## src/rtl/drum_mac_if.sv

```systemverilog
// drum_mac_if: handshake bundle between a beat source/sink and drum_mac.
// Latency: none (wires only).
// Backpressure: in_ready stalls the source; out_ready stalls the result stage.
interface drum_mac_if #(
  parameter int N     = 16,
  parameter int M     = 16,
  parameter int ACC_W = N + M + 8
);
  logic             in_valid;
  logic             in_ready;
  logic [N-1:0]     in_a;
  logic [M-1:0]     in_b;
  logic             in_signed;
  logic             in_exact;
  logic             in_acc;
  logic             in_clr;
  logic             out_valid;
  logic             out_ready;
  logic [N+M-1:0]   out_prod;
  logic [ACC_W-1:0] out_acc;
  logic             out_ovf;

  // Beat source / result sink side.
  modport master (
    output in_valid, in_a, in_b, in_signed, in_exact, in_acc, in_clr, out_ready,
    input  in_ready, out_valid, out_prod, out_acc, out_ovf
  );

  // MAC side.
  modport slave (
    input  in_valid, in_a, in_b, in_signed, in_exact, in_acc, in_clr, out_ready,
    output in_ready, out_valid, out_prod, out_acc, out_ovf
  );
endinterface

```

## src/rtl/drum_mac.sv

```systemverilog
// drum_mac: DRUM approximate / exact multiplier with sticky-overflow accumulator.
// Latency: 3 cycles (S1 leading-one/mantissa, S2 multiply, S3 shift/sign/accumulate).
// Backpressure: per-stage valid bits; a stage loads when empty or draining, so out_ready low fills the pipe and then drops in_ready.
module drum_mac #(
  parameter int N     = 16,
  parameter int M     = 16,
  parameter int K     = 6,
  parameter int ACC_W = N + M + 8
) (
  input  logic       clk,
  input  logic       rst,
  drum_mac_if.slave  bus
);

  localparam int PW   = N + M;
  localparam int X_W  = (N > M) ? N : M;
  localparam int SH_W = $clog2(PW + 1);

  typedef struct packed {
    logic [N-1:0]    mag_a;
    logic [M-1:0]    mag_b;
    logic [K-1:0]    mant_a;
    logic [K-1:0]    mant_b;
    logic [SH_W-1:0] p_a;
    logic [SH_W-1:0] p_b;
    logic            neg;
    logic            sgn;
    logic            exact;
    logic            acc;
    logic            clr;
  } s1_t;

  typedef struct packed {
    logic [PW-1:0]   prod;
    logic [SH_W-1:0] sh;
    logic            neg;
    logic            sgn;
    logic            acc;
    logic            clr;
  } s2_t;

  // Shift = position of the leading one above the K-bit window, 0 if it fits.
  function automatic logic [SH_W-1:0] drum_shift(input logic [X_W-1:0] x);
    logic [SH_W-1:0] p;
    p = '0;
    for (int i = K; i < X_W; i++) begin
      if (x[i]) p = SH_W'(i - (K - 1));
    end
    return p;
  endfunction

  // Mantissa: K bits from the leading one down, LSB forced to 1 to unbias truncation.
  function automatic logic [K-1:0] drum_mant(input logic [X_W-1:0] x, input logic [SH_W-1:0] p);
    logic [K-1:0] m;
    if (p != '0) m = K'(x >> p) | K'(1);
    else         m = x[K-1:0];
    return m;
  endfunction

  logic             s1_vld_q, s1_vld_d, s2_vld_q, s2_vld_d, s3_vld_q, s3_vld_d;
  s1_t              s1_q, s1_d;
  s2_t              s2_q, s2_d;
  logic [PW-1:0]    prod_q, prod_d;
  logic [ACC_W-1:0] acc_q, acc_d;
  logic             ovf_q, ovf_d;

  logic s1_ld_en, s2_ld_en, s3_ld_en, s2_load, s3_load, in_ready, accept;

  // Stage enables: a stage loads when empty or when the stage below takes its beat.
  always_comb begin
    s3_ld_en = !s3_vld_q || bus.out_ready;
    s2_ld_en = !s2_vld_q || s3_ld_en;
    s1_ld_en = !s1_vld_q || s2_ld_en;
    in_ready = !rst && s1_ld_en;
    accept   = bus.in_valid && in_ready;
    s2_load  = s2_ld_en && s1_vld_q;
    s3_load  = s3_ld_en && s2_vld_q;
    s1_vld_d = s1_ld_en ? accept   : s1_vld_q;
    s2_vld_d = s2_ld_en ? s1_vld_q : s2_vld_q;
    s3_vld_d = s3_ld_en ? s2_vld_q : s3_vld_q;
  end

  logic [N-1:0] mag_a;
  logic [M-1:0] mag_b;

  // S1: ones'-complement magnitude, leading-one detect and mantissa selection.
  always_comb begin
    mag_a = (bus.in_signed && bus.in_a[N-1]) ? ~bus.in_a : bus.in_a;
    mag_b = (bus.in_signed && bus.in_b[M-1]) ? ~bus.in_b : bus.in_b;
    s1_d  = s1_q;
    if (accept) begin
      s1_d.mag_a  = mag_a;
      s1_d.mag_b  = mag_b;
      s1_d.p_a    = drum_shift(X_W'(mag_a));
      s1_d.p_b    = drum_shift(X_W'(mag_b));
      s1_d.mant_a = drum_mant(X_W'(mag_a), s1_d.p_a);
      s1_d.mant_b = drum_mant(X_W'(mag_b), s1_d.p_b);
      s1_d.neg    = bus.in_signed && (bus.in_a[N-1] ^ bus.in_b[M-1]);
      s1_d.sgn    = bus.in_signed;
      s1_d.exact  = bus.in_exact;
      s1_d.acc    = bus.in_acc;
      s1_d.clr    = bus.in_clr;
    end
  end

  // S2: multiply either full magnitudes or the two K-bit mantissas.
  always_comb begin
    s2_d = s2_q;
    if (s2_load) begin
      if (s1_q.exact) begin
        s2_d.prod = PW'(s1_q.mag_a) * PW'(s1_q.mag_b);
        s2_d.sh   = '0;
      end else begin
        s2_d.prod = PW'(s1_q.mant_a) * PW'(s1_q.mant_b);
        s2_d.sh   = s1_q.p_a + s1_q.p_b;
      end
      s2_d.neg = s1_q.neg;
      s2_d.sgn = s1_q.sgn;
      s2_d.acc = s1_q.acc;
      s2_d.clr = s1_q.clr;
    end
  end

  logic [PW-1:0]    shifted, prod_o;
  logic [ACC_W-1:0] addend, base;
  logic [ACC_W:0]   sum;
  logic             ovf_hit;

  // S3: scale, apply sign, and fold into the accumulator with overflow tracking.
  always_comb begin
    shifted = s2_q.prod << s2_q.sh;
    prod_o  = s2_q.neg ? ~shifted : shifted;
    addend  = ACC_W'(prod_o);
    if (s2_q.sgn && prod_o[PW-1]) addend = addend | ({ACC_W{1'b1}} << PW);
    base    = s2_q.clr ? '0 : acc_q;
    sum     = {1'b0, base} + {1'b0, addend};
    ovf_hit = s2_q.sgn ? ((base[ACC_W-1] == addend[ACC_W-1]) && (sum[ACC_W-1] != base[ACC_W-1]))
                       : sum[ACC_W];
    prod_d  = prod_q;
    acc_d   = acc_q;
    ovf_d   = ovf_q;
    if (s3_load) begin
      prod_d = prod_o;
      if (s2_q.acc) begin
        acc_d = sum[ACC_W-1:0];
        ovf_d = (s2_q.clr ? 1'b0 : ovf_q) | ovf_hit;
      end else if (s2_q.clr) begin
        acc_d = '0;
        ovf_d = 1'b0;
      end
    end
  end

  // State registers; reset drops every beat in flight and clears the accumulator.
  always_ff @(posedge clk) begin
    if (rst) begin
      s1_vld_q <= 1'b0;
      s2_vld_q <= 1'b0;
      s3_vld_q <= 1'b0;
      s1_q     <= '0;
      s2_q     <= '0;
      prod_q   <= '0;
      acc_q    <= '0;
      ovf_q    <= 1'b0;
    end else begin
      s1_vld_q <= s1_vld_d;
      s2_vld_q <= s2_vld_d;
      s3_vld_q <= s3_vld_d;
      s1_q     <= s1_d;
      s2_q     <= s2_d;
      prod_q   <= prod_d;
      acc_q    <= acc_d;
      ovf_q    <= ovf_d;
    end
  end

  assign bus.in_ready  = in_ready;
  assign bus.out_valid = s3_vld_q;
  assign bus.out_prod  = prod_q;
  assign bus.out_acc   = acc_q;
  assign bus.out_ovf   = ovf_q;

endmodule

```

## src/flat_wrapper.sv

```systemverilog
// flat-port wrapper written by rule: the top's interface ports become plain ports
module drum_mac_flat 
#(
  parameter int N     = 16,
  parameter int M     = 16,
  parameter int K     = 6,
  parameter int ACC_W = N + M + 8
)
  (clk, rst, bus_in_valid, bus_in_a, bus_in_b, bus_in_signed, bus_in_exact, bus_in_acc, bus_in_clr, bus_out_ready, bus_in_ready, bus_out_valid, bus_out_prod, bus_out_acc, bus_out_ovf);
  drum_mac_if #(.N(N), .M(M), .ACC_W(ACC_W)) bus_i ();
  input  logic clk;
  input  logic rst;
  input wire logic [$bits(bus_i.in_valid)-1:0] bus_in_valid;
  input wire logic [$bits(bus_i.in_a)-1:0] bus_in_a;
  input wire logic [$bits(bus_i.in_b)-1:0] bus_in_b;
  input wire logic [$bits(bus_i.in_signed)-1:0] bus_in_signed;
  input wire logic [$bits(bus_i.in_exact)-1:0] bus_in_exact;
  input wire logic [$bits(bus_i.in_acc)-1:0] bus_in_acc;
  input wire logic [$bits(bus_i.in_clr)-1:0] bus_in_clr;
  input wire logic [$bits(bus_i.out_ready)-1:0] bus_out_ready;
  output wire logic [$bits(bus_i.in_ready)-1:0] bus_in_ready;
  output wire logic [$bits(bus_i.out_valid)-1:0] bus_out_valid;
  output wire logic [$bits(bus_i.out_prod)-1:0] bus_out_prod;
  output wire logic [$bits(bus_i.out_acc)-1:0] bus_out_acc;
  output wire logic [$bits(bus_i.out_ovf)-1:0] bus_out_ovf;
  assign bus_i.in_valid = bus_in_valid;
  assign bus_i.in_a = bus_in_a;
  assign bus_i.in_b = bus_in_b;
  assign bus_i.in_signed = bus_in_signed;
  assign bus_i.in_exact = bus_in_exact;
  assign bus_i.in_acc = bus_in_acc;
  assign bus_i.in_clr = bus_in_clr;
  assign bus_i.out_ready = bus_out_ready;
  assign bus_in_ready = bus_i.in_ready;
  assign bus_out_valid = bus_i.out_valid;
  assign bus_out_prod = bus_i.out_prod;
  assign bus_out_acc = bus_i.out_acc;
  assign bus_out_ovf = bus_i.out_ovf;
  drum_mac #(.N(N), .M(M), .K(K), .ACC_W(ACC_W)) u_core (.clk(clk), .rst(rst), .bus(bus_i));
endmodule
```

## config.mk

```make
export PLATFORM = sky130hd
export DESIGN_NAME = drum_mac_flat
export DESIGN_NICKNAME = d
export VERILOG_FILES = /design/src/rtl/drum_mac_if.sv /design/src/rtl/drum_mac.sv /design/src/flat_wrapper.sv
export SDC_FILE = /design/constraint.sdc
export NUM_CORES = 1
export LEC_CHECK = 0
export BUFFER_PORTS_ARGS = -buffer_cell sky130_fd_sc_hd__buf_2
export CORE_MARGIN = 2
export CORE_UTILIZATION = 60
export DETAILED_ROUTE_END_ITERATION = 16
export PLACE_DENSITY = 0.77
export SYNTH_ARGS = -nofsm -noshare
export SYNTH_HDL_FRONTEND = slang
export SYNTH_SLANG_ARGS = --single-unit
```

## constraint.sdc

```tcl
create_clock -name clk -period 13.6 [get_ports clk]
set_input_delay 1.36 -clock clk [delete_from_list [all_inputs] [get_ports clk]]
set_output_delay 1.36 -clock clk [all_outputs]
set_load 0.02 [all_outputs]
```

# ---- Word-level counts from Yosys, hierarchy flattened
# Cells that the tools add are included.
# Widths: inputs -> output; s select.
dict set report totals {
  wordCells 89
  inputBits 40
  regBits 179
  out_inout_bits 75
}
dict set report op_classes {
  multipliers 2
  eq_ne 2
  n_mux 34
  n_addsub 2
  n_bitwise 5
  reduce_logical 18
  shift 3
}
# operator count
set op_table {}
lappend op_table {{$mux 40} 3}
lappend op_table {{$add 40x40->41} 1}
lappend op_table {{$mux 38} 1}
lappend op_table {{$mul 16x16->32} 1}
lappend op_table {{$mux 16} 2}
lappend op_table {{$mux 32} 1}
lappend op_table {{$not 16->16} 2}
lappend op_table {{$not 32->32} 1}
lappend op_table {{$shl 32x6->32} 1}
lappend op_table {{$shr 16x6->6} 2}
lappend op_table {{$mux 3} 8}
lappend op_table {{$mux 4} 6}
lappend op_table {{$mux 6} 4}
lappend op_table {{$mul 6x6->12} 1}
lappend op_table {{$reduce_bool 6->1} 2}
lappend op_table {{$logic_and 1x1->1} 9}
lappend op_table {{$mux 2} 4}
lappend op_table {{$add 6x6->6} 1}
lappend op_table {{$mux 1} 5}
lappend op_table {{$logic_not 1->1} 4}
lappend op_table {{$logic_or 1x1->1} 3}
lappend op_table {{$eq 1x1->1} 1}
lappend op_table {{$ne 1x1->1} 1}
lappend op_table {{$or 1x1->1} 1}
lappend op_table {{$xor 1x1->1} 1}

# ---- Longest topological paths before layout
dict set report logic_depth {
  word_depth 15
  ltp_mapped 25
}

# ---- Worst setup path after synthesis
# No wires, ideal clock.
dict set report synth_path {
  kind {register to register}
  start {register u_core.s1_q[36] in the netlist's numbering}
  end {register u_core.s2_q[40] in the netlist's numbering}
  n_path_buf 3
  arrival_time_ns 6.021
  setup_ns 0.062
  period_less_slack_ns 6.082
  path_stages_with_launch 26
  required_time_ns 13.538
  path_slack_ns 7.518
  path_cell_list {dfxtp_1 > clkbuf_1 > clkbuf_1 > nand2_1 > fa_1 > inv_1 > fa_1 > inv_1 > fa_1 > inv_1 > fa_1 > fa_1 > inv_1 > fa_1 > inv_1 > ha_1 > clkbuf_1 > a21oi_1 > o22ai_1 > o41ai_1 > o21ai_0 > a41oi_1 > o21ai_0 > a31oi_1 > or4b_2 > nand3_1}
}
dict set report synth_between {
  elab_chain_len 2
}
# item line
set synth_lines {}
lappend synth_lines {{start, declared} drum_mac.sv:61} ;# s1_t s1_q, s1_d;
lappend synth_lines {{start signal, assigned} drum_mac.sv:160} ;# s1_q <= '0;
lappend synth_lines {{start signal, assigned} drum_mac.sv:169} ;# s1_q <= s1_d;
lappend synth_lines {{$mul 16x16->32} drum_mac.sv:111} ;# s2_d.prod = PW'(s1_q.mag_a) * PW'(s1_q.mag_b);
lappend synth_lines {{$mux 38} drum_mac.sv:110} ;# if (s1_q.exact) begin
lappend synth_lines {{end signal, assigned} drum_mac.sv:161} ;# s2_q <= '0;
lappend synth_lines {{end signal, assigned} drum_mac.sv:170} ;# s2_q <= s2_d;
lappend synth_lines {{end, declared} drum_mac.sv:62} ;# s2_t s2_q, s2_d;
# Every way passes these cells.
# A chain may end at the register's enable or synchronous reset.

# ---- Worst setup path after layout
dict set report layout_path {
  start {register u_core.s1_q[30] in the netlist's numbering}
  end {register u_core.s2_q[40] in the netlist's numbering}
}
# Same word-level chain as after synthesis.

==> metrics.txt <==
status finished, final reports clean; final setup skew 0.0149 ns; count leader, synth nand2_1; CP arrival 7.02 ns; hold_ws 0.455 ns; maximum fanout along the worst path 17; Crit path required time 14.00 ns; Setup Fix Bufs, Post-CTS 0; max_cap viols 0; Hold-fix buffers, CTS 0; GRT Overall Usage 31.8%; Vias/cell 6.03; most used cell, CP fa_1; launching point of the worst reg2reg path u_core.s1_q[30]$_SDFFE_PP0P_; EDFF count, synth 0; Yosys top cell area share 19.7%; layout overhead on the synthesized area 5.45%; Worst Path Buf+Inv 3; vias in the first global route 18233; ANT cells 0; Worst path slowest cell dfxtp_1; critical path's top delay family adder cells; register-to-register setup slack 6.98 ns; fin nets 3051; Initial DRC Count 1469; final setup vio count 0; final wirelength 59500 µm; CTS tree yes; unrepaired setup endpoints after global routing false; CP Capture Type register; CTS H-tree lvls 4; share of layout cells above drive strength 1 8.25%; worst path cell trace nand2_1 > fa_1 > fa_1 > fa_1 > fa_1 > inv_1 > fa_1 > inv_1 > fa_1 > inv_1 > ha_1 > and4_1 > and3_1 > o211ai_1 > nand2_1 > a41oi_1 > o21ai_0 > a31oi_1 > or4b_2 > nand3_1; Die H 194 µm; first-pass GRT wire length 96600 µm; Synth Area per Inst 8.21 µm²; Final Slew Violations 0; CTS sink cnt 174; Pre-Repair DR Iteration Count 5; gr ovfl total 0; Clock transition at path regs 0.08 ns; Sum Neg Setup Slack 0 ns; Peak VDD IR 0.105 mV; post-DP HPWL 46700 µm; port buffer count 114; Post-CTS Resized 0; initial antenna violation count 0; final total power 1.64 mW; final hold viol count 0; Hold Path Stages 2; Routed Antenna Nets 0; GP Congestion 0.973; hold path startpoint u_core.bus.out_prod[18]$_SDFFE_PP0P_; Main synth FF type dfxtp_1; min cycle time layout 6.62 ns; RR Endpoint u_core.s2_q[40]$_SDFFE_PP0P_; CTS buffer count 17; I/O pin total 115; Fmax 151 MHz; clk buf depth 2; Final period util 48.6%; Clk Latency, worst-skew pair 0.46 ns; finished layout cell area 22900 µm²; WS Path Type register to register; overall die width 194 µm; FF-to-FF path depth 20; setup ws final 6.98 ns; Post-Syn Instances 2641; CP peak stage delay 0.77 ns; Pleak 10.9 nW; Routed wire per std cell 19.2 µm; placed cell areas 22200 µm²; min-delay worst type register to register; PD cells 71.7 nW/µm²; YS warnings 0; Seq cells post-synth 174; Place WS 7.01 ns; total number of vias 18702; Worst slew margin 28.3%; root buffer cell clkbuf_16; top post-synthesis cells by count 360 x nand2_1, 280 x inv_1, 213 x fa_1; FP Rows 69; initial core utilization 60.9%; startpoint types register; largest net degree at the start of global routing 77; ys async rst share 0%; DRC Markers 0; Cell Area, Synth 21700 µm²; Yosys top cell by area fa_1; register area share after synthesis 16.1%; Distinct cells, synth 85; Die Footprint 37700 µm²; top cells by area, synth fa_1 20%, dfxtp_1 16%, ha_1 9.7%; Slew @ Worst Pin 1.07 ns; core area 35600 µm²; WHS Endpoint u_core.bus.out_prod[18]$_SDFFE_PP0P_; syn nets 3062
==> report_power, final <==
part	leakage, nW	switching (mW)	total [mW]	internal, mW
Sequential	1.42	0.0576	0.588	0.530
Combinational	9.16	0.319	0.524	0.205
Clock	0.301	0.261	0.527	0.266
Total	10.9	0.638	1.64	1.00
==> state kept, by name, summed over array words and instances, names as in the netlist <==
signal	count
u_core.bus.out_prod	32
u_core.s2_vld_q	1
u_core.bus.out_ovf	1
u_core.s1_q	57
u_core.bus.out_valid	1
u_core.s2_q	41
u_core.s1_vld_q	1
u_core.bus.out_acc	40
==> layout make-up <==
type | count | area (µm²)
Clock buffer | 17 | 425
Timing Repair Buffer | 133 | 716
Inverter | 281 | 1050
Multi-Input combinational cell | 2023 | 16400
Clock inverter | 15 | 191
Tap cell | 461 | 577
Sequential cell | 174 | 3480
Fill cell | 3075 | 12700
==> how the worst max path moves through the flow <==
stage                            startpoint  depth (start not counted)                            to  slack, ns
6_report       u_core.s1_q[30]$_SDFFE_PP0P_                         20  u_core.s2_q[40]$_SDFFE_PP0P_       6.98
2_1_floorplan  u_core.s1_q[36]$_SDFFE_PP0P_                         25  u_core.s2_q[40]$_SDFFE_PP0P_       7.52
3_5_place_dp   u_core.s1_q[30]$_SDFFE_PP0P_                         20  u_core.s2_q[40]$_SDFFE_PP0P_       7.01
3_3_place_gp   u_core.s1_q[57]$_SDFFE_PP0P_                         20  u_core.s2_q[29]$_SDFFE_PP0P_       7.12
5_1_grt        u_core.s1_q[31]$_SDFFE_PP0P_                         20  u_core.s2_q[40]$_SDFFE_PP0P_       6.64
4_1_cts        u_core.s1_q[30]$_SDFFE_PP0P_                         20  u_core.s2_q[40]$_SDFFE_PP0P_       6.99
==> worst reg2reg max path, delay by kind of cell, from the launching register on <==
kind | cells | cell delay (ns)
adders and majority gates | 7 | 3.46
and+or+nand+nor | 6 | 1.47
DFF | 1 | 0.77
AOI/OAI and AO/OA | 4 | 0.71
buffers and inverters | 3 | 0.14
==> cell usage in the layout, fill, tap and decap left out, types with 15 or more instances in the layout <==
master	count
nand2_1	359
inv_1	280
fa_1	213
dfxtp_1	173
ha_1	168
nor2_1	159
and2_1	140
a21oi_1	137
buf_2	113
o21ai_0	101
xnor2_1	87
mux2i_1	72
nand3_1	58
nor2b_1	54
nor3_1	52
xor2_1	48
a211oi_1	29
a31oi_1	27
a21o_1	26
a22oi_1	26
o211ai_1	21
mux4_2	20
buf_4	20
nand2b_1	17
a22o_1	17
clkbuf_16	17
o21bai_1	15
==> metrics by stage <==
stage,util [%],std cells
after floorplan,-,2641
after global placement,62.5,3072
after detailed placement,62.5,3072
after CTS,64.3,3104
after global routing,64.3,3104
final,64.3,3104
==> routing by layer <==
layer  vias to the layer above  GRT usage (%)  share of wire, %
met5                         -              0                 0
met4                         0           11.3               3.3
met1                      9134           42.4                43
met3                        97           4.19               6.2
met2                       661           53.1                48
li1                       8810              -                 -
==> cell families after synthesis <==
family	count (synthesis)	share of synthesized area, %
buffers and inverters	444	8.25
XOR/XNOR	135	5.45
flip-flops	174	16.1
AND/OR/NAND/NOR	905	19.9
AO/OA/AOI/OAI	501	15.1
multiplexers	101	5.94
adder cells (fa/ha/maj)	381	29.4
Power figures use the tool's default switching activity.
